## src/rtl/game_flow_controller.sv

```systemverilog
`default_nettype none
// =============================================================================
// Module      : game_flow_controller
// Description : PacMan game sequencer: state, lives, score, dots, fright timer.
//               Optional EXTRA_LIFE_EN: one bonus life when score first
//               reaches 10000 in a game.
// Revision    : 1.0
// =============================================================================
module game_flow_controller #(
   parameter int TOTAL_DOTS   = 240,
   parameter int INIT_LIVES   = 3,
   parameter int READY_TICKS  = 200,
   parameter int DYING_TICKS  = 150,
   parameter int WON_TICKS    = 300,
   parameter int FRIGHT_TICKS = 600
) (
   input  logic        clk,
   input  logic        reset,
   input  logic        tick,
   input  logic        start,
   input  logic        dot_eaten,
   input  logic        big_dot_eaten,
   input  logic [3:0]  ghost_overlap,
   output logic [2:0]  game_state,
   output logic        chars_run,
   output logic        chars_reset,
   output logic        frightened,
   output logic        fright_ending,
   output logic [3:0]  ghost_eaten,
   output logic [2:0]  lives,
   output logic [15:0] score,
   output logic [8:0]  dots_left
);

   typedef enum logic [2:0] {
      S_IDLE      = 3'd0,
      S_READY     = 3'd1,
      S_PLAYING   = 3'd2,
      S_DYING     = 3'd3,
      S_WON       = 3'd4,
      S_GAME_OVER = 3'd5
   } state_t;

   localparam int CNT_MAX_RD = (READY_TICKS > DYING_TICKS) ? READY_TICKS : DYING_TICKS;
   localparam int CNT_MAX    = (CNT_MAX_RD > WON_TICKS) ? CNT_MAX_RD : WON_TICKS;
   localparam int CNT_W      = $clog2(CNT_MAX + 1);
   localparam int FW         = $clog2(FRIGHT_TICKS + 1);
   localparam logic [10:0] CHAIN_BASE = 11'd200;
   localparam logic [10:0] CHAIN_MAX  = 11'd1600;

   state_t            state_q, state_d;
   logic [CNT_W-1:0]  cnt_q, cnt_d;
   logic [FW-1:0]     fright_q, fright_d;
   logic [3:0]        eaten_q, eaten_d;
   logic [10:0]       chain_q, chain_d;
   logic [2:0]        lives_q, lives_d;
   logic [15:0]       score_q, score_d;
   logic [8:0]        dots_q, dots_d;
   logic              start_q, start_d;
   logic              chars_reset_q, chars_reset_d;
`ifdef EXTRA_LIFE_EN
   logic              bonus_q, bonus_d;
`endif

   logic              start_rise;
   logic [3:0]        live;
   logic [3:0]        eat_sel;
   logic [1:0]        dot_dec;
   logic [10:0]       points;
   logic [16:0]       score_sum;
   logic              died;

   assign start_rise = start & ~start_q;
   assign live       = ghost_overlap & ~eaten_q;
   assign dot_dec    = {1'b0, dot_eaten} + {1'b0, big_dot_eaten};

   always_comb begin
      state_d       = state_q;
      cnt_d         = cnt_q;
      fright_d      = fright_q;
      eaten_d       = eaten_q;
      chain_d       = chain_q;
      lives_d       = lives_q;
      score_d       = score_q;
      dots_d        = dots_q;
      start_d       = start;
      chars_reset_d = 1'b0;
      points        = '0;
      score_sum     = '0;
      died          = 1'b0;
      eat_sel       = '0;
`ifdef EXTRA_LIFE_EN
      bonus_d       = bonus_q;
`endif
      // Descending scan so the lowest-index live ghost is the last writer.
      for (int i = 3; i >= 0; i--) begin
         if (live[i]) eat_sel = 4'(1 << i);
      end

      case (state_q)
         S_IDLE, S_GAME_OVER: begin
            if (start_rise) begin
               state_d       = S_READY;
               cnt_d         = '0;
               lives_d       = 3'(INIT_LIVES);
               score_d       = '0;
               dots_d        = 9'(TOTAL_DOTS);
               chars_reset_d = 1'b1;
`ifdef EXTRA_LIFE_EN
               bonus_d       = 1'b0;
`endif
            end
         end

         S_READY: begin
            if (tick) begin
               if (cnt_q == CNT_W'(READY_TICKS - 1)) begin
                  state_d = S_PLAYING;
                  cnt_d   = '0;
               end else begin
                  cnt_d = cnt_q + 1'b1;
               end
            end
         end

         S_PLAYING: begin
            points = (dot_eaten ? 11'd10 : 11'd0) + (big_dot_eaten ? 11'd50 : 11'd0);
            dots_d = (dots_q > 9'(dot_dec)) ? dots_q - 9'(dot_dec) : 9'd0;
            if (|live) begin
               if (fright_q != '0) begin
                  points  = points + chain_q;
                  eaten_d = eaten_q | eat_sel;
                  chain_d = (chain_q >= (CHAIN_MAX >> 1)) ? CHAIN_MAX : (chain_q << 1);
               end else begin
                  died = 1'b1;
               end
            end
            score_sum = {1'b0, score_q} + 17'(points);
            score_d   = score_sum[16] ? 16'hFFFF : score_sum[15:0];
`ifdef EXTRA_LIFE_EN
            if (!bonus_q && (score_q < 16'd10000) && (score_d >= 16'd10000)) begin
               bonus_d = 1'b1;
               if (lives_q != 3'd7) lives_d = lives_q + 1'b1;
            end
`endif
            // A fresh big dot overrides whatever the eat/expiry logic did.
            if (big_dot_eaten) begin
               fright_d = FW'(FRIGHT_TICKS);
               eaten_d  = '0;
               chain_d  = CHAIN_BASE;
            end else if (tick && (fright_q != '0)) begin
               fright_d = fright_q - 1'b1;
               if (fright_q == FW'(1)) begin
                  eaten_d = '0;
                  chain_d = CHAIN_BASE;
               end
            end
            if ((dots_d == 9'd0) || died) begin
               state_d  = (dots_d == 9'd0) ? S_WON : S_DYING;
               cnt_d    = '0;
               fright_d = '0;
               eaten_d  = '0;
               chain_d  = CHAIN_BASE;
            end
         end

         S_DYING: begin
            if (tick) begin
               if (cnt_q == CNT_W'(DYING_TICKS - 1)) begin
                  cnt_d = '0;
                  if (lives_q <= 3'd1) begin
                     lives_d = 3'd0;
                     state_d = S_GAME_OVER;
                  end else begin
                     lives_d       = lives_q - 1'b1;
                     state_d       = S_READY;
                     chars_reset_d = 1'b1;
                  end
               end else begin
                  cnt_d = cnt_q + 1'b1;
               end
            end
         end

         S_WON: begin
            if (tick) begin
               if (cnt_q == CNT_W'(WON_TICKS - 1)) begin
                  cnt_d         = '0;
                  state_d       = S_READY;
                  dots_d        = 9'(TOTAL_DOTS);
                  chars_reset_d = 1'b1;
               end else begin
                  cnt_d = cnt_q + 1'b1;
               end
            end
         end

         default: state_d = S_IDLE;
      endcase
   end

   always_ff @(posedge clk or posedge reset) begin
      if (reset) begin
         state_q       <= S_IDLE;
         cnt_q         <= '0;
         fright_q      <= '0;
         eaten_q       <= '0;
         chain_q       <= CHAIN_BASE;
         lives_q       <= '0;
         score_q       <= '0;
         dots_q        <= 9'(TOTAL_DOTS);
         start_q       <= 1'b0;
         chars_reset_q <= 1'b0;
      end else begin
         state_q       <= state_d;
         cnt_q         <= cnt_d;
         fright_q      <= fright_d;
         eaten_q       <= eaten_d;
         chain_q       <= chain_d;
         lives_q       <= lives_d;
         score_q       <= score_d;
         dots_q        <= dots_d;
         start_q       <= start_d;
         chars_reset_q <= chars_reset_d;
      end
   end

`ifdef EXTRA_LIFE_EN
   always_ff @(posedge clk or posedge reset) begin
      if (reset) bonus_q <= 1'b0;
      else       bonus_q <= bonus_d;
   end
`endif

   assign game_state    = state_q;
   assign chars_run     = (state_q == S_PLAYING);
   assign chars_reset   = chars_reset_q;
   assign frightened    = (fright_q != '0);
   assign fright_ending = frightened && (fright_q <= FW'(FRIGHT_TICKS / 4));
   assign ghost_eaten   = eaten_q;
   assign lives         = lives_q;
   assign score         = score_q;
   assign dots_left     = dots_q;

endmodule
`default_nettype wire
```

## config.mk

```make
export PLATFORM = sky130hd
export DESIGN_NAME = game_flow_controller
export DESIGN_NICKNAME = d
export VERILOG_FILES = /design/src/rtl/game_flow_controller.sv
export SDC_FILE = /design/constraint.sdc
export NUM_CORES = 1
export LEC_CHECK = 0
export BUFFER_PORTS_ARGS = -buffer_cell sky130_fd_sc_hd__buf_2
export CAP_MARGIN = 5
export CORE_MARGIN = 2
export CORE_UTILIZATION = 40
export CTS_CLUSTER_SIZE = 25
export DETAILED_ROUTE_END_ITERATION = 10
export REMOVE_ABC_BUFFERS = 1
export SYNTH_ARGS = -nofsm -noshare
export SYNTH_HDL_FRONTEND = slang
export SYNTH_SLANG_ARGS = --single-unit
export TNS_END_PERCENT = 50
```

## constraint.sdc

```tcl
create_clock -name clk -period 5.3 [get_ports clk]
set_input_delay 0 -clock clk [delete_from_list [all_inputs] [get_ports clk]]
set_output_delay 0 -clock clk [all_outputs]
set_load 0.05 [all_outputs]
```

# Word-level counts from Yosys, hierarchy flattened
# Index checks and enable logic that the tools add are counted.
[totals]
reg_bits = 67
latch_bits = 0
mem_bits_rw = 0
romBits = 0
inputBits = 10
out_inout_bits = 39
elab_cells = 131
n_memories = 0
[op_classes]
n_addsub = 8
multipliers = 0
div = 0
n_lt_le_gt_ge = 4
n_eq_ne = 17
n_shift = 0
mux = 68
n_bitwise = 5
n_reduce_logical = 19
[op_table]
columns = ["op", "n"]
rows = [
  ["2-to-1 mux 11 bit", 10],
  ["2-to-1 mux 9 bit", 12],
  ["one-hot mux 9 bit (5 select lines)", 1],
  ["2-to-1 mux 4 bit", 11],
  ["2-to-1 mux 3 bit", 14],
  ["2-to-1 mux 16 bit", 2],
  ["one-hot mux 16 bit (2 select lines)", 1],
  ["2-to-1 mux 10 bit", 3],
  ["one-hot mux 9 bit (3 select lines)", 1],
  ["equality test 9 x 8 -> 1 bit (second input constant)", 2],
  ["adder 16 x 11 -> 17 bit", 1],
  ["one-hot mux 3 bit (5 select lines)", 1],
  ["inequality test 2 bit (second input constant)", 7],
  ["adder 7 x 11 -> 11 bit", 1],
  ["greater-or-equal comparator 11 x 10 -> 1 bit (second input constant)", 1],
  ["equality test 10 x 1 -> 1 bit (second input constant)", 1],
  ["less-or-equal comparator 10 x 8 -> 1 bit (second input constant)", 1],
  ["nonzero test 10 bit", 1],
  ["subtractor 10 x 1 -> 10 bit (second input constant)", 1],
  ["adder 9 x 1 -> 9 bit (second input constant)", 1],
  ["equality test 9 bit (second input constant)", 1],
  ["> comparator 9 x 2 -> 1 bit", 1],
  ["zero test 9 bit", 1],
  ["2-to-1 mux 1 bit", 9],
  ["29 further kinds", 36],
]

# Longest topological paths before layout
# Gate-level depths: netlist of the first run.
[depth]
word_depth = 13
depth_mapped = 20
ltp_nobuf = 18

# Worst setup path after synthesis of the first run
# OpenSTA, ideal clock, no wires.
[synth_path]
path_kind = "register -> register"
start = "register fright_q[0]"
end = "register score_q[10] (netlist: score[10])"
setup_ns = 0.137
arrival_ns = 4.302
required_time_ns = 5.163
setup_slack_ns = 0.861
path_stages_with_launch = 21
path_buffers = 3
period_less_slack_ns = 4.439
cell_sequence = "dfrtp_1 > inv_1 > ha_1 > nor4b_1 > nand3_1 > inv_1 > or2_1 > clkbuf_1 > clkbuf_1 > nor2_1 > ha_1 > inv_1 > fa_1 > nor2b_1 > o31a_1 > o31ai_1 > a21oi_1 > o21ai_0 > clkbuf_1 > o21a_1 > o21ai_0"
[synth_between]
elab_chain_cells = 7
[synth_lines]
columns = ["item", "line_no", "rtl"]
rows = [
  ["start: declaration", "53", "logic [FW-1:0] fright_q, fright_d;"],
  ["start signal: assignment", "217", "fright_q <= fright_d;"],
  ["nonzero test 10 bit", "-", ""],
  ["via frightened", "27", "output logic frightened,"],
  ["2-to-1 mux 11 bit", "130", "if (fright_q != '0) begin"],
  ["2-to-1 mux 11 bit", "129", "if (|live) begin"],
  ["2-to-1 mux 11 bit", "100", "case (state_q)"],
  ["adder 16 x 11 -> 17 bit", "138", "score_sum = {1'b0, score_q} + 17'(points);"],
  ["2-to-1 mux 16 bit", "139", "score_d = score_sum[16] ? 16'hFFFF : score_sum[15:0];"],
  ["one-hot mux 16 bit (2 select lines)", "100", ""],
  ["end signal: assignment", "221", "score_q <= score_d;"],
  ["end: declaration", "57", "logic [15:0] score_q, score_d;"],
]
# The timed path passes the listed nets, and every way through them passes these cells. The select of a mux whose other input is x is not followed.
# A chain may end at the register's enable or synchronous reset.

# Final worst setup path of the first run
[layout_path]
start = "register fright_q[1]"
end = "register score_q[15] (netlist: score[15])"
[layout_between]
elab_chain_cells = 7
[layout_lines]
columns = ["item", "line_no"]
rows = [
  ["nonzero test 10 bit", "130"],
  ["2-to-1 mux 11 bit", "130"],
  ["2-to-1 mux 11 bit", "129"],
  ["2-to-1 mux 11 bit", "100"],
  ["adder 16 x 11 -> 17 bit", "138"],
  ["2-to-1 mux 16 bit", "139"],
  ["one-hot mux 16 bit (2 select lines)", "100"],
]
# Every way passes these cells. The select of a mux whose other input is x is not followed.

==> summary.md, run 1 <==
| Metric | Value |
|---|---|
| Post-DR wirelength/cell | `15.87 um` |
| Post-CTS Repair Setup Buffers | `0` |
| GRT Total Usage | `0.1896` |
| Final wirelength | `11,600 um` |
| Placer Congestion | `0.8455` |
| Antenna violations before repair | `0` |
| Sequential share of the synthesized area | `0.3630` |
| Slew margin rel. | `0.1488` |
| Worst Max-Slew Pin Slew | `between 1 and 1.5 ns` |
| PwrDens | `631.8 nW/um2` |
| Number of H-tree levels | `3` |
| Sw Ratio | `0.4891` |
| Nets | `623` |
| Die Area | `12,490 um2` |
| Period Utilization, post-route | `0.8606` |
| Area delta synth->final | `14.55%` |
| Cell variety after synth | `69` |
| Mean post-synth cell area | `8.630 um2` |
| Met1 wire length | `5447 um` |
| Vias | `approximately 4,200` |
| Max layer used | `met4` |
| Worst skew pair latency | `0.34 ns` |
| Syn Inst Count | `roughly 540` |
| Worst reg2reg endpoint | `score[15]` |
| Minimum clock period after layout | `4.561 ns` |
| Clock power share | `0.170` |
| Ys Warns | `0` |
| Setup TNS Final | `0 ns` |
| Hold path depth | `3` |
| Die height | `111.7 um` |
| CTS tree | `yes` |
| Max Fclk | `219.2 MHz` |
| VDD IR max | `0.4324 mV` |
| Combinational share of power | `0.563` |
| Sequential Power Share | `0.267` |
| Row Count | `39` |
| Initial core utilization | `0.4084` |
| RSZ-0062 raised after global routing | `no` |
| CP Launch Point | `fright_q[1]` |
| Post-synth ARST share | `1.000` |
| Synthesis-stage register bit count | `67` |
| R2R setup slack | `~0.74 ns` |
| Hold_ws | `0.05697 ns` |
| Type of origin of the critical path | `flop` |
| Dpl hpwl | `approximately 8400 um` |
| Synthesized area | `4643 um2` |
| Root Driver | `clkbuf_16` |
| Post-route ant nets | `0` |
| Grt total ovfl | `0` |
| Leak | `2.427 nW` |
| Fill count | `1,082` |
| Int Pwr | `0.001717 W` |
| Reg2Reg Launch Point | `fright_q[1]` |
| Leading post-synthesis cells by cell area | `dfrtp_1, ha_1, a21oi_1` |
| Final hold vios | `0` |
| Crit Path Max Fanout | `15` |
| Port bufs | `48` |
| Largest net degree at the start of global routing | `68` |
| CP endpoint | `score[15]` |
| EDFF count, synth | `0` |
| Drt first pass iters | `5` |
| Met2 Wirelength | `roughly 5500 um` |
| Top FF cell, synth | `dfrtp_1` |
| IO Count | `49` |
| Reg clk slew, reported paths | `0.05 ns` |
| Final setup vio count | `0` |
| Max cap viols | `0` |
| Core area | `11,370 um2` |
| Worst EP required | `5.51 ns` |
| Switching power | `0.001644 W` |
| WS Path Type | `reg2reg` |
| Worst setup EP type | `flop` |
| WP data arrival | `~4.8 ns` |
| Drt first-iter violations | `318` |
| Die width | `~110 um` |
| R2r worst-path depth | `14` |
| Share of cells above drive strength 1 | `0.1446` |
| Status | `finished, final reports clean` |
| CTS buffer count | `9` |
| Yosys top cell by area | `dfrtp_1` |
| Vias in the first global route | `approximately 4,000` |
| CTS sink count | `67` |
| Remaining DRCs | `0` |
| CTS max path bufs | `2` |
| Antenna fix cells | `0` |
| Slew Viols, Final | `0` |
| Cts hold-fix bufs | `6` |
| Top-area cell type share of the netlist area | `0.3234` |
| First-pass GRT wire length | `roughly 19,000 um` |
| Post-cts resize count | `0` |
| Met3 WL | `roughly 470 um` |
| Hold Crit Class | `in2reg` |
| Clock Skew | `around 0.0059 ns` |
| Via density | `5.752` |
## Yosys cell counts (all sizes together) (8+ instances only)
cell type / n
a21o: 14
a21oi: 40
a22o: 11
a31oi: 25
a41oi: 9
and3: 10
clkbuf: 16
dfrtp: 60
ha: 27
inv: 31
nand2: 35
nand2b: 11
nand3: 18
nor2: 53
nor2b: 8
nor3: 11
o21ai: 40
xnor2: 9
xor2: 8
## per-layer routing
metal,vias to the layer above,track usage
met5,-,0
met4,0,0.06996
met3,12,0.04573
met2,84,0.3026
met1,2034,0.2510
li1,2075,-
## critical path, stage by stage (launching register included)
cell and delay, ns:
dfrtp_1 0.40, inv_1 0.13, ha_1 0.21, nor4b_1 0.50, nand3_1 0.35, inv_1 0.13
or2_1 0.39, mux2_2 0.39, ha_1 0.35, nand3_1 0.08, o21ai_0 0.36, a31oi_1 0.18
o21ai_0 0.41, nand3_1 0.20, o311ai_0 0.34
## sequential cells by signal (all words and copies together) (netlist names)
signal	count
chain_q	11
chars_reset	1
cnt_q	9
dots_left	9
fright_q	10
game_state	3
ghost_eaten	4
lives	3
score	16
start_q	1
## cell families (layout without fill, tap and decap cells)
| kind of cell | count (synthesis) | count (layout) | share of synthesized area |
|---|---|---|---|
| xor+xnor | 17 | 17 | 0.03207 |
| compound gates | 188 | 188 | 0.2695 |
| buf+inv | 53 | 103 | 0.04716 |
| mux | 4 | 4 | 0.009431 |
| flops | 67 | 67 | 0.3630 |
| simple gates | 180 | 180 | 0.1975 |
| fa+ha+maj | 29 | 29 | 0.08138 |
## how the worst min path moves through the flow
stage	start	end	slack [ns]
3_5_place_dp	start	start_q	0.13
3_3_place_gp	start	start_q	0.12
2_1_floorplan	start	start_q	0.03
4_1_cts	tick	chars_reset	0.05
5_1_grt	tick	chars_reset	0.06
6_report	tick	chars_reset	0.06
## cell usage in the layout (no fill, tap or decap), types with 10 or more instances in the layout
cell      synthesis  layout
a21o_1           14      14
a21oi_1          40      40
a22o_1           11      11
a31oi_1          24      24
and3_1           10      10
buf_2             4      48
dfrtp_1          60      60
ha_1             27      27
inv_1            31      30
nand2_1          34      34
nand2b_1         11      11
nand3_1          18      18
nor2_1           53      53
nor3_1           10      10
o21ai_0          37      37
## power groups by stage
stage	sequential, W	clock [W]	combinational [W]
finish	0.000897	0.000571	0.00189
global placement	0.000896	0	0.00183
CTS	0.000896	0.000591	0.00189
global route	0.000928	0.000615	0.00210
floorplan	0.00118	0	0.00115
detailed placement	0.000903	0	0.00187
## area by class of cell
class	instances	area (um2)	share of cell area
clock buffers	12	236.5	0.04446
clock inverters	3	40.04	0.007528
inverters	31	116.4	0.02188
multi-input cells	418	2739	0.5149
flip-flops and latches	67	1685	0.3169
well taps	143	178.9	0.03364
repair buffers	57	322.8	0.06069
## per-stage QoR
stage	instances	util	power, W	cell area (um2)	worst slack [ns]
final	731	0.4678	0.003361	5319	0.7388
after global routing	731	0.4678	0.003643	5319	0.1883
after CTS	730	0.4672	0.003373	5311	0.8049
after detailed placement	709	0.4375	0.002775	4975	0.8407
after global placement	709	0.4375	0.002728	4975	0.9720
after floorplan	516	-	0.002331	4541	0.5523
Power figures use the tool's default switching activity.
==> run 2, diff against run 1 <==
- ABC_AREA: not set -> 1
==> run 2 against run 1 <==
  * Register-to-register slack improved by 0.56 ns
  * Cell count rose by 32%
  * Utilization grew 0.066 points
  * Via count rose by 18%
  * Clock power is 11% higher
  * Die area rose by 11%
  * Routed wire length is 13% higher
  * Clock skew is essentially flat
  * Clock-buffer cell count increased by 3
  * Non-clock buffer count decreased by 4
==> summary.md, run 2 <==
| Metric | Value |
|---|---|
| Status | `finished, final reports clean` |
| Via density | `between 5 and 6` |
| R2R setup slack | `between 1 and 1.5 ns` |
| Drt first pass iters | `5` |
| Largest register FFs | `16` |
| Antenna fix cells | `0` |
| IO Count | `49` |
| Post-synth ARST share | `1.000` |
| Crit Path Max Fanout | `17` |
| Tot Pwr | `around 0.0038 W` |
| Antenna violations before repair | `1` |
| VDD IR max | `0.4181 mV` |
| Period Utilization, post-route | `0.7547` |
| WS Path Type | `reg2reg` |
| Drt first-iter violations | `222` |
| Syn Inst Count | `739` |
| Root Driver | `clkbuf_16` |
| Vias | `4,974` |
| Die width | `117.7 um` |
| Type of origin of the critical path | `flop` |
| Post-DR wirelength/cell | `13.61 um` |
| Final wirelength | `13,120 um` |
| Sequential share of the synthesized area | `0.3257` |
| Minimum clock period after layout | `4.000 ns` |
| Commonest non-fill, non-tap cell in the layout | `nand2_1` |
| Area delta synth->final | `14.24%` |
| CTS max path bufs | `2` |
| Mean post-synth cell area | `7.003 um2` |
| Yosys top cell by area | `dfrtp_1` |
| Top-area cell type share of the netlist area | `0.2901` |
| Number of H-tree levels | `3` |
| Final hold vios | `0` |
| Top FF cell, synth | `dfrtp_1` |
| Synthesized area | `5175 um2` |
| Worst setup EP type | `flop` |
| Cell variety after synth | `49` |
| CTS tree | `yes` |
| Largest net degree at the start of global routing | `68` |
| Core area | `around 13,000 um2` |
| Leading post-synthesis cells by cell area | `dfrtp_1, nand2_1, ha_1` |
| Row Count | `41` |
| Nets | `826` |
| RSZ-0062 raised after global routing | `no` |
| Leak | `a little under 3 nW` |
| Synthesis-stage register bit count | `67` |
| Reg clk slew, reported paths | `0.06 ns` |
| Die height | `roughly 120 um` |
| Hold Crit Class | `in2reg` |
| Dpl hpwl | `9419 um` |
| Remaining DRCs | `0` |
| Worst EP required | `between 5 and 6 ns` |
| Placer Congestion | `between 0.9 and 1` |
| Share of cells above drive strength 1 | `0.1364` |
| Setup TNS Final | `0 ns` |
| Commonest non-fill, non-tap cells in the layout | `nand2_1, inv_1, nor2_1` |
| Post-route ant nets | `0` |
| Clock Skew | `0.005595 ns` |
| CTS sink count | `67` |
| Final setup vio count | `0` |
| Most frequent cell after synthesis | `nand2_1` |
| Worst skew pair latency | `0.34 ns` |
| GRT Total Usage | `0.1919` |
| EDFF count, synth | `0` |
| Vias in the first global route | `around 4,600` |
| Grt total ovfl | `0` |
| Max cap viols | `0` |
| Max Fclk | `250.0 MHz` |
| Final Util | `0.4685` |
| Synth top cells by count | `nand2_1, inv_1, nor2_1` |
| Slew Viols, Final | `0` |
| Initial core utilization | `0.4101` |
| CTS buffer count | `9` |
| Post-cts resize count | `0` |
| Port bufs | `48` |
| WP data arrival | `between 4 and 5 ns` |
| First-pass GRT wire length | `21,880 um` |
| Worst Max-Slew Pin Slew | `1.036 ns` |
| Die Area | `13,860 um2` |
| PwrDens | `647.8 nW/um2` |
| Slew margin rel. | `0.3095` |
| Ys Warns | `0` |
run 2: cell types whose count changed in the layout (fill, tap and decap cells not counted), moves of 10 or more:
cell      previous run  this run
a21o_1              14         1
a21oi_1             40        30
a31oi_1             24         2
and3_1              10         0
inv_1               30        85
nand2_1             34       192
nand2b_1            11         0
nand3_1             18        50
nand4_1              1        24
nor2_1              53        70
o21ai_0             37        67
run 2: path summary, 6_finish.rpt:
path                                        to             start  cells after the start
worst min register to register        cnt_q[3]          cnt_q[3]                      2
max in group asynchronous            score[10]             reset                      4
worst min-delay path            ghost_eaten[3]  ghost_overlap[3]                      5
worst max-delay path                 score[13]       fright_q[0]                     17
worst max register to register       score[13]       fright_q[0]                     17
min in group asynchronous            score[12]             reset                      4
run 2: layout make-up:
cell class                      instances  area, um2
Clock inverter                          1      30.03
Tap cell                              172      215.2
Clock buffer                           15      277.8
Inverter                               92      345.3
Timing Repair Buffer                   53      285.3
Fill cell                            1319       6708
Sequential cell                        67       1685
Multi-Input combinational cell        564       3073
run 2: metrics by stage:
stage | instance area, um2 | hold slack (ns) | setup slack (ns) | instances
after global placement | 5574 | 0.1489 | 1.405 | 945
after global routing | 5912 | 0.1020 | 0.8272 | 964
final | 5912 | 0.02268 | 1.300 | 964
after CTS | 5912 | 0.01819 | 1.268 | 964
after floorplan | 5097 | 0.03143 | 1.212 | 723
after detailed placement | 5574 | 0.1389 | 1.284 | 945
run 2: cells by family after synthesis:
group                    synth area share
flip-flops                         0.3257
AND/OR/NAND/NOR                    0.3407
XOR/XNOR                          0.02708
buffers and inverters             0.08172
AO/OA/AOI/OAI                      0.1518
adder cells (fa/ha/maj)           0.07302
run 2: report_power, final:
| group | leakage [nW] | internal [W] | switching [W] |
|---|---|---|---|
| Sequential | 0.866 | 0.000692 | 0.000186 |
| Combinational | 1.94 | 0.000722 | 0.00160 |
| Clock | 0.150 | 0.000404 | 0.000227 |
| Total | 2.96 | 0.00182 | 0.00201 |
run 2: metal layers:
| metal | vias to the layer above | track usage | wire, um | part of all wire |
|---|---|---|---|---|
| met5 | - | 0 | 0 | 0 |
| met4 | 0 | 0.08208 | 222 | 0.017 |
| met3 | 12 | 0.03198 | 626 | 0.048 |
| met2 | 93 | 0.3121 | 6096 | 0.46 |
| met1 | 2326 | 0.2520 | 6174 | 0.47 |
| li1 | 2543 | - | - | - |
run 2: critical path, stage by stage (launching register included):
cell	delay (ns)
dfrtp_1	0.38
inv_1	0.10
ha_1	0.23
nand2_1	0.15
nor2_4	0.07
nand2_2	0.21
nand2_2	0.26
inv_1	0.29
or2_2	0.15
o21ai_0	0.13
fa_1	0.45
o21ai_0	0.42
nand3_1	0.17
nand3_1	0.21
nand2_1	0.33
nand2_1	0.16
o21ai_0	0.08
o21ai_0	0.10
run 2: repair_timing:
item,in CTS,in global routing
buffers inserted,0,0
hold buffers,3,0
hold endpoints to repair,62,0
endpoints found under the setup margin,0,0
